File: config.mk
export PLATFORM = sky130hd
export DESIGN_NAME = vga_timing_gen
export DESIGN_NICKNAME = d
export VERILOG_FILES = /design/src/rtl/vga_timing_gen.sv
export SDC_FILE = /design/constraint.sdc
export NUM_CORES = 1
export LEC_CHECK = 0
export BUFFER_PORTS_ARGS = -buffer_cell sky130_fd_sc_hd__buf_4
export CORE_MARGIN = 8
export CORE_UTILIZATION = 40
export CTS_CLUSTER_SIZE = 12
export DETAILED_ROUTE_END_ITERATION = 8
export PLACE_DENSITY = 0.7
export RECOVER_POWER = 50
export REMOVE_ABC_BUFFERS = 1
export SLEW_MARGIN = 20
export SYNTH_ARGS = -nofsm -noshare
export SYNTH_HDL_FRONTEND = slang
export SYNTH_SLANG_ARGS = --single-unit
File: constraint.sdc
create_clock -name clk -period 2.6 [get_ports clk]
set_clock_uncertainty 0.2 [all_clocks]
set_input_delay 0.52 -clock clk [delete_from_list [all_inputs] [get_ports clk]]
set_output_delay 0.52 -clock clk [all_outputs]
set_load 0.02 [all_outputs]
File: src/rtl/vga_timing_gen.sv
// Parametrised VGA raster timing generator with a pixel clock-enable.
// Sync and blank are delayed to line up with colour returned PIPE pixels later.
module vga_timing_gen #(
    parameter int H_ACTIVE = 640,
    parameter int H_FRONT  = 16,
    parameter int H_PULSE  = 96,
    parameter int H_BACK   = 48,
    parameter int V_ACTIVE = 480,
    parameter int V_FRONT  = 10,
    parameter int V_PULSE  = 2,
    parameter int V_BACK   = 33,
    parameter bit H_POL    = 1'b0,
    parameter bit V_POL    = 1'b0,
    parameter int CW       = 10,
    parameter int RW       = 3,
    parameter int GW       = 3,
    parameter int BW       = 2,
    parameter int PIPE     = 2,
    parameter int FRAME_W  = 11
) (
    input  logic                  clk,
    input  logic                  rst_n,
    input  logic                  ce,
    input  logic [RW+GW+BW-1:0]   color,
    output logic [CW-1:0]         x,
    output logic [CW-1:0]         y,
    output logic                  xy_active,
    output logic                  line_start,
    output logic                  frame_start,
    output logic [FRAME_W-1:0]    frame,
    output logic                  hsync,
    output logic                  vsync,
    output logic                  de,
    output logic [RW-1:0]         red,
    output logic [GW-1:0]         green,
    output logic [BW-1:0]         blue
);

    localparam int H_TOTAL = H_ACTIVE + H_FRONT + H_PULSE + H_BACK;
    localparam int V_TOTAL = V_ACTIVE + V_FRONT + V_PULSE + V_BACK;

    localparam logic [CW-1:0] H_LAST    = CW'(H_TOTAL - 1);
    localparam logic [CW-1:0] V_LAST    = CW'(V_TOTAL - 1);
    localparam logic [CW-1:0] H_ACT     = CW'(H_ACTIVE);
    localparam logic [CW-1:0] V_ACT     = CW'(V_ACTIVE);
    localparam logic [CW-1:0] H_SYNC_LO = CW'(H_ACTIVE + H_FRONT);
    localparam logic [CW-1:0] H_SYNC_HI = CW'(H_ACTIVE + H_FRONT + H_PULSE - 1);
    localparam logic [CW-1:0] V_SYNC_LO = CW'(V_ACTIVE + V_FRONT);
    localparam logic [CW-1:0] V_SYNC_HI = CW'(V_ACTIVE + V_FRONT + V_PULSE - 1);

    function automatic logic in_window(input logic [CW-1:0] c,
                                       input logic [CW-1:0] lo,
                                       input logic [CW-1:0] hi);
        return (c >= lo) && (c <= hi);
    endfunction

    logic [CW-1:0]      h_p0;
    logic [CW-1:0]      v_p0;
    logic [FRAME_W-1:0] frame_cnt;

    // Stage p0: raster counters
    always_ff @(posedge clk) begin
        if (!rst_n) begin
            h_p0      <= '0;
            v_p0      <= '0;
            frame_cnt <= '0;
        end else if (ce) begin
            if (h_p0 < H_LAST) begin
                h_p0 <= h_p0 + CW'(1);
            end else begin
                h_p0 <= '0;
                if (v_p0 < V_LAST) begin
                    v_p0 <= v_p0 + CW'(1);
                end else begin
                    v_p0      <= '0;
                    frame_cnt <= frame_cnt + FRAME_W'(1);
                end
            end
        end
    end

    logic hs_p0, vs_p0, vld_p0;

    assign x           = h_p0;
    assign y           = v_p0;
    assign xy_active   = (h_p0 < H_ACT) && (v_p0 < V_ACT);
    assign line_start  = (h_p0 == '0);
    assign frame_start = (h_p0 == '0) && (v_p0 == '0);
    assign frame       = frame_cnt;

    // Raw sync is active-high here; polarity is applied at the output register.
    assign hs_p0  = in_window(h_p0, H_SYNC_LO, H_SYNC_HI);
    assign vs_p0  = in_window(v_p0, V_SYNC_LO, V_SYNC_HI);
    assign vld_p0 = xy_active;

    logic hs_pd, vs_pd, vld_pd;

    // Stages p1..pPIPE: match the pixel source latency
    generate
        if (PIPE > 0) begin : g_dly
            logic [PIPE-1:0] hs_sr, vs_sr, vld_sr;

            always_ff @(posedge clk) begin
                if (!rst_n) begin
                    hs_sr  <= '0;
                    vs_sr  <= '0;
                    vld_sr <= '0;
                end else if (ce) begin
                    hs_sr  <= PIPE'({hs_sr, hs_p0});
                    vs_sr  <= PIPE'({vs_sr, vs_p0});
                    vld_sr <= PIPE'({vld_sr, vld_p0});
                end
            end

            assign hs_pd  = hs_sr[PIPE-1];
            assign vs_pd  = vs_sr[PIPE-1];
            assign vld_pd = vld_sr[PIPE-1];
        end else begin : g_nodly
            assign hs_pd  = hs_p0;
            assign vs_pd  = vs_p0;
            assign vld_pd = vld_p0;
        end
    endgenerate

    // Output register: drives the DAC and sync pins directly
    always_ff @(posedge clk) begin
        if (!rst_n) begin
            hsync <= ~H_POL;
            vsync <= ~V_POL;
            de    <= 1'b0;
            red   <= '0;
            green <= '0;
            blue  <= '0;
        end else if (ce) begin
            hsync <= hs_pd ~^ H_POL;
            vsync <= vs_pd ~^ V_POL;
            de    <= vld_pd;
            {red, green, blue} <= vld_pd ? color : '0;
        end
    end

endmodule

Word level (Yosys, flattened, before mapping). Cells that the tools add are included.

Register bits after elaboration: 48. Bits in latches: 0. Bits in writable memories: 0. ROM bits: 0. Input port bits: 11. Output and inout port bits: 45. Memories kept: 0.

Add/subtract/negate cells: 3. Multipliers: 0. Divide/modulo/power cells: 0. Magnitude comparators: 8. Eq/ne operators: 0. Shift-type cells: 0. Muxes and demuxes: 3. Bitwise gates (word level): 4. Reduce and logical (&&, ||, !) cells: 8.

Operator list (count): $lt 10x10->1 const B (3); $add 10x1->10 const B (2); $logic_not 10->1 (2); $mux 10 (2); $add 11x1->11 const B (1); $ge 10x10->1 const B (1); $ge 10x9->1 const B (1); $le 10x10->1 const B (1); $le 10x9->1 const B (1); $lt 10x9->1 const B (1); $mux 8 (1); $logic_and 1x1->1 (4); $not 1->1 (4); $reduce_and 3->1 (1); $reduce_and 2->1 (1).

Depth between registers and ports, before layout. Gate-level depths: netlist of run 1.

Depth in word-level cells: 3. Depth in mapped cells: 7. Mapped depth without buffers: 5.

Worst setup path before layout of run 1. Ideal clock, no wire load.

Path kind: flip-flop to output port. From: register v_p0[5], in the netlist y[5]. To: output port frame_start. Arrival: 1.469 ns. Setup slack: 0.411 ns. Stages on the path, launching flop included: 4. Buffers on the path: 0. Path through: dfxtp_1 -> or4_4 -> nor4_1 -> and4b_1.

Cells in the longest elaborated chain, start to end: 2.

Ends and longest elaborated chain: start: declaration (RTL line 58) `logic [CW-1:0] v_p0;`; start signal: assignment (RTL line 73) `v_p0 <= v_p0 + CW'(1);`; $logic_not 10->1 (RTL line 88) `assign frame_start = (h_p0 == '0) && (v_p0 == '0);`; $logic_and 1x1->1 (RTL line 88); end: declaration (RTL line 29) `output logic frame_start,`.

Every way passes these cells.

Worst setup path in the final report of run 1. Same ends and word-level chain as after synthesis.

==> impl_metrics.toml, run 1 <==
[status]
run_status = "complete, no violations"

[floorplanning]
die-width_um = 90.3
floorplan.die_area_um2 = 8150
floorplan.initialDensity_pct = 40.8
number_of_placement_rows = 27
coreArea_um2 = 5410
die_y_um = 90.3
boundaryPins = 56

[critical_path]
path_delay_family = "simple AND/OR/NAND/NOR gates"
path_buf_inv = 1
endpoint_kind = "output pin"
worst_ep_arrival_time_ns = 1.76
worst_path_max_delay_cell = "or4_4"
reg2reg_to = "y[6]"
worst-r2r-cell-count = 5
regToRegStartpoint = "x[0]"
timing.reg2reg.setup_slack_ns = 0.40
timing.critical_path.fanout_max = 8
timing.critical_path.from_type = "flip-flop"
cp_data_required_time_ns = 1.88
critical_path_class = "reg2out"
cp_slowest_stage_delay_ns = 0.57
cp_cell_sequence = "or4_4 > nor4_2 > and4b_1 > buf_4"

[routing]
dr.first_iter.drc_count = 115
detail_route.drc_violations = 0
route.detailed.vias_per_inst = 5.31
totalWireLength_um = 5230
wire_length_on_met3_um = 344
drt.antenna.violating_nets = 0
dr.max_layer_used = "met4"
met1Wirelength_um = 2350
firstDrtPassIters = 4
num_vias = 1969
wl_met2_um = 2460
wire_per_inst_um = 14.1

[cells_and_area]
fillers = 543
area_growth_syn_to_layout_pct = 20.6
finish.net_count = 314
drive_gt1_share_pct = 17.4
antenna-diode-count = 0
register_area_um2 = 963
most-common-layout-cells = "dfxtp_1 (46), nor2_1 (34), clkbuf_1 (29)"
layout.cells.most_common = "dfxtp_1"
multiInputGateArea_um2 = 1140

[timing]
rsz0062_at_grt = "false"
drv_slew = 0
maxSlewHeadroom_pct = 54.6
setup_viol_count_final = 0
hold_viol_final = 0
max_slew.worst_pin.slew_ns = 0.680
finalSetupTns_ns = 0
final_period_minus_worst_setup_slack_ns = 2.48
min_period_over_period_pct = 95.6
max_clock_freq_mhz = 402
timing.hold.ws_ns = 0.247

[yosys]
synthesis.yosys.warnings = 0
area_fraction_in_compound_gates_after_synthesis_pct = 15.0
synth_area_per_cell_um2 = 8.90
postSynthRegisterBits = 48
synth.cell_area_um2 = 2210
synth_cells = 248
synth_simple_gate_area_share_pct = 24.7
synth_cell_type_count = 45
synth_top_family_by_area = "simple AND/OR/NAND/NOR gates"
synth-seq-area-share_pct = 43.5
synthMuxAreaShare_pct = 4.08
synth-adder-area-share_pct = 2.83
synthXorXnorAreaFrac_pct = 4.76

[clock_tree]
cts-root-buf = "clkbuf_8"
worst_setup_hold_path_clk_slew_ns = 0.09
clock_latency_on_the_worst_skew_pair_ns = 0.30
numClockSinks = 48
hold_buffers = 0
cts-buffers-inserted = 5
clock_tree.htree_level_count = 2
count_of_buffers_added_by_post_cts_timing_repair_for_setup = 0
cts_buffer_depth = 2
tritoncts = "done"

[grt]
first_global_vias = 1842
wire_length_of_the_first_global_routing_pass_um = 8710
antenna_violations_before_repair = 0
maximum_number_of_pins_on_one_net_before_global_route_repair = 26
track_usage_pct = 12.6
grt.overflow.total = 0

[pwr]
p_int_uw = 1060
switching_share_pct = 22.3
pwr-share-seq_pct = 54.8
leakage_uw = 0.000971
p_switching_uw = 305
clkPwrFrac_pct = 39.0
power_frac_comb_pct = 6.2
irDropWorstVdd_mv = 0.309
pwrdens_nw_per_um2 = 513

[placement]
post-dp-hpwl_um = 3710
place.port_buffers = 55
gp_routability_congestion = 0.786

[worst_hold_path]
min-delay-start = "color[2]"
hold_path_class = "in2reg"
worst_hold_path_depth = 3
worstHoldEndpoint = "green[0]"

[run]
max_cap_viol_count = 0
area by class of cell:
cell class / count / share of cell area [%]
clock buffers: 6 / 2.73
clock inverters: 2 / 1.32
inverters: 12 / 1.69
multi-input cells: 175 / 42.8
flip-flops and latches: 48 / 36.2
well taps: 72 / 3.39
repair buffers: 56 / 11.8
worst max path at each step:
stage | startpoint | endpoint | slack, ns | cells past startpoint
floorplan | y[5] | frame_start | 0.41 | 3
global placement | y[5] | frame_start | 0.39 | 4
detailed placement | y[5] | frame_start | 0.36 | 4
CTS | y[5] | frame_start | 0.03 | 4
global route | y[5] | frame_start | 0.03 | 4
finish | y[5] | frame_start | 0.12 | 4
power by group through the flow:
stage	registers (uW)	logic, uW	clock network [uW]
after floorplan	772	38.5	0
after global placement	766	89.9	0
after detailed placement	766	91.1	0
after CTS	749	91.5	554
after global routing	750	93.4	584
final	748	84.8	532
worst min-delay path: cells and delay by family:
family / cells / cell delay, ns
compound gates: 1 / 0.05
buf+inv: 1 / 0.08
simple gates: 1 / 0.07
layer usage:
metal | vias up | track usage [%]
li1 | 983 | -
met1 | 924 | 14.3
met2 | 55 | 20.9
met3 | 7 | 4.90
met4 | 0 | 4.58
met5 | - | 0
what timing repair did:
action | 4_1_cts | 5_1_grt
endpoints found under the setup margin | 0 | 1
gates resized for setup | 0 | 3
endpoints found under the hold margin | 0 | 0
Yosys cell counts, drive strengths merged:
cell type / number / share of area (%)
and4: 4 / 1.6
and3: 2 / 0.57
and2: 1 / 0.28
a2111oi: 1 / 0.68
nor3: 2 / 0.68
a211o: 1 / 0.40
clkbuf: 6 / 1.0
ha: 5 / 2.8
xnor2: 7 / 2.8
o21a: 1 / 0.34
a31o: 1 / 0.40
a21o: 2 / 0.74
nor2: 34 / 5.8
nand4: 6 / 2.4
a22oi: 9 / 3.1
nand4b: 1 / 0.40
o21ai: 10 / 2.6
nand2b: 2 / 0.57
mux2i: 9 / 4.1
a211oi: 1 / 0.34
dfxtp: 48 / 44
xor2: 5 / 2.0
and4b: 2 / 0.91
nand2: 17 / 3.0
a21oi: 16 / 3.8
buf: 7 / 2.0
or4: 8 / 3.1
inv: 12 / 2.0
nor4: 6 / 1.7
or3: 4 / 1.2
o31ai: 7 / 2.4
nand3: 10 / 2.5
a31oi: 1 / 0.28
per-stage QoR:
stage	cells	area [um^2]	setup WS [ns]	util [%]	total power [uW]
global placement	363	2650	0.391	49.0	856
finish	371	2660	0.115	49.2	1370
floorplan	235	2140	0.411	-	810
CTS	371	2760	0.0275	51.0	1390
detailed placement	363	2650	0.363	49.0	857
global route	371	2660	0.0310	49.2	1430
cells by family after synthesis:
logic type | Yosys count
and+or+nand+nor | 99
buffers and inverters | 25
AOI/OAI and AO/OA | 50
muxes | 9
adders and majority gates | 5
DFF | 48
xor gates and xnor gates | 12
flip-flops by register name (all words and copies together), names as in the netlist:
name          flops
blue              2
de                1
frame            11
g_dly.hs_sr       2
g_dly.vld_sr      2
g_dly.vs_sr       2
green             3
hsync             1
red               3
vsync             1
x                10
y                10
No activity file was read; power rests on OpenSTA's default activity.
==> inputs of run 2 (changes only) <==
- CORE_ASPECT_RATIO: not set -> 0.75
==> impl_metrics.toml, run 2 (synthesis gave the netlist of run 1 again) <==
[clock_tree]
tritoncts = "done"
post_cts_resized = 0
cts_buffer_depth = 2
numClockSinks = 48
cts-buffers-inserted = 5
worst_setup_hold_path_clk_slew_ns = 0.09
cts-root-buf = "clkbuf_8"
clock_tree.htree_level_count = 2
clock_latency_on_the_worst_skew_pair_ns = 0.30
hold_buffers = 0
count_of_buffers_added_by_post_cts_timing_repair_for_setup = 0

[worst_hold_path]
worst_hold_path_depth = 3
min-delay-start = "color[7]"
worstHoldEndpoint = "red[2]"
hold_path_class = "in2reg"

[routing]
num_vias = 1982
dr.first_iter.drc_count = 70
drt.antenna.violating_nets = 0
route.detailed.vias_per_inst = 5.30
totalWireLength_um = 5340
detail_route.drc_violations = 0
firstDrtPassIters = 4
wire_per_inst_um = 14.3

[cells_and_area]
area_growth_syn_to_layout_pct = 19.4
fillers = 549
utilization_pct = 49.5
antenna-diode-count = 0
layout.cells.most_common = "dfxtp_1"
most-common-layout-cells = "dfxtp_1 (47), nor2_1 (34), clkbuf_1 (30)"
non_filler_instances = 374
largest_register_ff_count = 11
finish.net_count = 314
drive_gt1_share_pct = 16.4

[grt]
first_global_vias = 1836
grt.overflow.total = 0
antenna_violations_before_repair = 0
wire_length_of_the_first_global_routing_pass_um = 8850
maximum_number_of_pins_on_one_net_before_global_route_repair = 26
track_usage_pct = 13.2

[timing]
hold_viol_final = 0
finalSetupTns_ns = 0
rsz0062_at_grt = "false"
maxSlewHeadroom_pct = 44.5
timing.hold.ws_ns = 0.248
min_period_over_period_pct = 95.6
max_slew.worst_pin.slew_ns = 0.832
final_period_minus_worst_setup_slack_ns = 2.49
setup_viol_count_final = 0
drv_slew = 0
max_clock_freq_mhz = 402

[placement]
post-dp-hpwl_um = 3890
dpl.cell_count = 366
gp_routability_congestion = 0.855
place.port_buffers = 55

[floorplanning]
boundaryPins = 56
number_of_placement_rows = 23
die_y_um = 80.3
die-width_um = 102
coreArea_um2 = 5320
floorplan.die_area_um2 = 8180
floorplan.initialDensity_pct = 41.5

[pwr]
pwrdens_nw_per_um2 = 493
leakage_uw = 0.000956
irDropWorstVdd_mv = 0.349

[critical_path]
endpoint_kind = "output pin"
timing.critical_path.from_type = "flip-flop"
regToRegStartpoint = "x[0]"
cp_data_required_time_ns = 1.88
worst_setup_path_startpoint = "y[6]"
worst_ep_arrival_time_ns = 1.77
worst-r2r-cell-count = 5
critical_path_class = "reg2out"
reg2reg_to = "frame[3]"
timing.critical_path.fanout_max = 8
timing.reg2reg.setup_slack_ns = 0.38

[status]
run_status = "complete, no violations"

[run]
max_cap_viol_count = 0
-- run 2: changes by cell type in the layout (fill, tap and decap cells not counted) --
cell | before | now
bufinv_16 | 1 | 0
clkinv_2 | 1 | 2
dfxtp_2 | 2 | 1
nor4_1 | 5 | 6
clkbuf_1 | 29 | 30
dfxtp_1 | 46 | 47
buf_4 | 28 | 26
clkbuf_8 | 5 | 6
nor4_2 | 1 | 0
-- run 2: how the worst max path moves through the flow --
stage	end	cells past startpoint
2_1_floorplan	frame_start	3
3_3_place_gp	frame_start	4
3_5_place_dp	frame_start	4
4_1_cts	frame_start	4
5_1_grt	frame_start	4
6_report	frame_start	4
-- run 2: report_power, final --
group / leakage, uW / internal [uW] / switching (uW) / total, uW
Clock: 0.0000510 / 213 / 250 / 463
Combinational: 0.000517 / 33.3 / 53.7 / 87.0
Sequential: 0.000388 / 742 / 6.74 / 749
Total: 0.000956 / 988 / 310 / 1300
-- run 2: critical path, stage by stage (launching register included) --
cell,delay [ns]
dfxtp_1,0.39
or4_4,0.56
nor4_1,0.16
and4b_1,0.23
buf_4,0.14
-- run 2: final cells by class --
class,count,area (um^2),share of cell area (%)
repair buffers,56,308,11.7
well taps,75,93.8,3.56
clock buffers,6,82.6,3.13
clock inverters,2,10.0,0.380
multi-input cells,175,1130,43.0
inverters,12,45.0,1.71
flip-flops and latches,48,962,36.5
-- run 2: layer usage --
layer	share of wire, %	GRT usage, %	vias to the layer above	wire length (um)
li1	-	-	990	-
met1	48	17.5	937	2580
met2	45	20.1	49	2410
met3	5.8	3.97	6	310
met4	0.81	3.56	0	43
met5	0	0	-	0
-- run 2: metrics by stage --
stage	total power, uW	area (um^2)	setup slack, ns
final	1300	2640	0.115
after global routing	1340	2640	0.0100
after CTS	1320	2750	0.0611
after detailed placement	861	2650	0.392
after global placement	859	2650	0.427
after floorplan	810	2140	0.411
==> inputs of run 3 (changes only) <==
==> constraint.sdc (replaced) <==
create_clock -name clk -period 2.8 [get_ports clk]
set_clock_uncertainty 0.2 [all_clocks]
set_input_delay 0 -clock clk [delete_from_list [all_inputs] [get_ports clk]]
set_output_delay 0 -clock clk [all_outputs]
set_load 0.02 [all_outputs]
==> impl_metrics.toml, run 3 (synthesis gave the netlist of run 1 again) <==
[critical_path]
timing.critical_path.from_type = "flip-flop"
cp_data_required_time_ns = 2.82
timing.critical_path.depth = 5
path_buf_inv = 0
cp_slowest_stage_delay_ns = 0.55
reg2reg_to = "frame[3]"
path_delay_family = "simple AND/OR/NAND/NOR gates"
cp_cell_sequence = "ha_1 > nand4_4 > a21o_2 > or4_1 > a21oi_1"
critPathCapture = "frame[3]"
endpoint_kind = "flip-flop"
worst_path_max_delay_cell = "or4_1"
regToRegStartpoint = "x[0]"
timing.reg2reg.setup_slack_ns = 0.60
worst_setup_path_startpoint = "x[0]"
worst-r2r-cell-count = 5
worst_ep_arrival_time_ns = 2.22
critical_path_class = "reg2reg"
timing.critical_path.fanout_max = 25

[timing]
setup_viol_count_final = 0
max_slew.worst_pin.slew_ns = 0.727
rsz0062_at_grt = "false"
hold_viol_final = 0
min_period_over_period_pct = 78.6
max_clock_freq_mhz = 454
final_period_minus_worst_setup_slack_ns = 2.20
drv_slew = 0
maxSlewHeadroom_pct = 51.5
finalSetupTns_ns = 0

[routing]
dr.first_iter.drc_count = 177
detail_route.drc_violations = 0
totalWireLength_um = 5450
drt.antenna.violating_nets = 0
firstDrtPassIters = 4
route.detailed.vias_per_inst = 5.17
wire_per_inst_um = 14.2
num_vias = 1984

[pwr]
pwrdens_nw_per_um2 = 476
post-layout-total-power_uw = 1290
irDropWorstVdd_mv = 0.304
leakage_uw = 0.000941

[cells_and_area]
register_area_um2 = 961
finish.net_count = 324
largest_register_ff_count = 11
layout.cells.most_common = "dfxtp_1"
antenna-diode-count = 0
area_growth_syn_to_layout_pct = 22.6
non_filler_instances = 384
most-common-layout-cells = "dfxtp_1 (48), clkbuf_1 (43), nor2_1 (34)"
utilization_pct = 50.8
drive_gt1_share_pct = 11.0
finish.instance_area_um2 = 2710
fillers = 537
multiInputGateArea_um2 = 1130

[floorplanning]
boundaryPins = 56
coreArea_um2 = 5320
floorplan.die_area_um2 = 8180
die-width_um = 102
die_y_um = 80.3
floorplan.initialDensity_pct = 41.5
number_of_placement_rows = 23

[run]
max_cap_viol_count = 0

[grt]
track_usage_pct = 13.6
antenna_violations_before_repair = 0
wire_length_of_the_first_global_routing_pass_um = 9010
maximum_number_of_pins_on_one_net_before_global_route_repair = 26
grt.overflow.total = 0
first_global_vias = 1884

[clock_tree]
post_cts_resized = 0
cts-root-buf = "clkbuf_8"
cts_buffer_depth = 2
count_of_buffers_added_by_post_cts_timing_repair_for_setup = 0
cts-buffers-inserted = 5
clock_latency_on_the_worst_skew_pair_ns = 0.30
worst_setup_hold_path_clk_slew_ns = 0.09
hold_buffers = 11
tritoncts = "done"
clock_tree.htree_level_count = 2
numClockSinks = 48

[placement]
dpl.cell_count = 365
post-dp-hpwl_um = 3840
gp_routability_congestion = 0.788
placement.cell_area_um2 = 2650
place.port_buffers = 55

[worst_hold_path]
hold_path_class = "in2reg"

[status]
run_status = "complete, no violations"
[run 3: cell types whose count changed in the layout (fill, tap and decap cells not counted), sizes merged]
cell	before	now
dlygate4sd3	0	11
clkinvlp	0	1
bufinv	0	1
clkbuf	36	48
buf	26	12
clkinv	2	1
[run 3: worst min-delay path by stage]
stage | startpoint | endpoint | slack [ns] | cells past startpoint
4_1_cts | color[5] | red[0] | 0.26 | 4
5_1_grt | color[2] | green[0] | 0.29 | 4
3_3_place_gp | color[7] | red[2] | 0.03 | 3
6_report | color[3] | green[1] | 0.27 | 4
2_1_floorplan | rst_n | hsync | -0.14 | 1
3_5_place_dp | color[5] | red[0] | 0.04 | 3
[run 3: cell type report]
class / count / area share, %
Clock buffer: 5 / 2.54
Clock inverter: 3 / 1.57
Inverter: 12 / 1.66
Multi-Input combinational cell: 175 / 41.9
Sequential cell: 48 / 35.5
Tap cell: 75 / 3.47
Timing Repair Buffer: 66 / 13.4
[run 3: worst register-to-register path, cell delays in order (launching register included)]
cell and delay [ns]:
dfxtp_1 0.42, ha_1 0.26, nand4_4 0.15, a21o_2 0.40, or4_1 0.55, a21oi_1 0.15
[run 3: metrics by stage]
step           hold slack (ns)  worst slack [ns]
6_report                 0.274             0.599
5_1_grt                  0.291             0.448
4_1_cts                  0.264             0.587
3_5_place_dp            0.0430             0.619
3_3_place_gp            0.0308             0.695
2_1_floorplan           -0.138             0.634
[run 3: metal layers]
| metal | part of all wire, % | wire length [um] | up-vias | track usage (%) |
|---|---|---|---|---|
| met5 | 0 | 0 | - | 0 |
| met4 | 0.42 | 23 | 0 | 4.00 |
| met3 | 7.4 | 402 | 2 | 4.49 |
| met2 | 45 | 2480 | 44 | 21.1 |
| met1 | 47 | 2550 | 933 | 17.5 |
| li1 | - | - | 1005 | - |
[run 3: power by group]
group | total [uW] | internal (uW) | switching, uW
Combinational | 91.2 | 39.2 | 51.9
Sequential | 695 | 689 | 6.07
Clock | 503 | 264 | 238
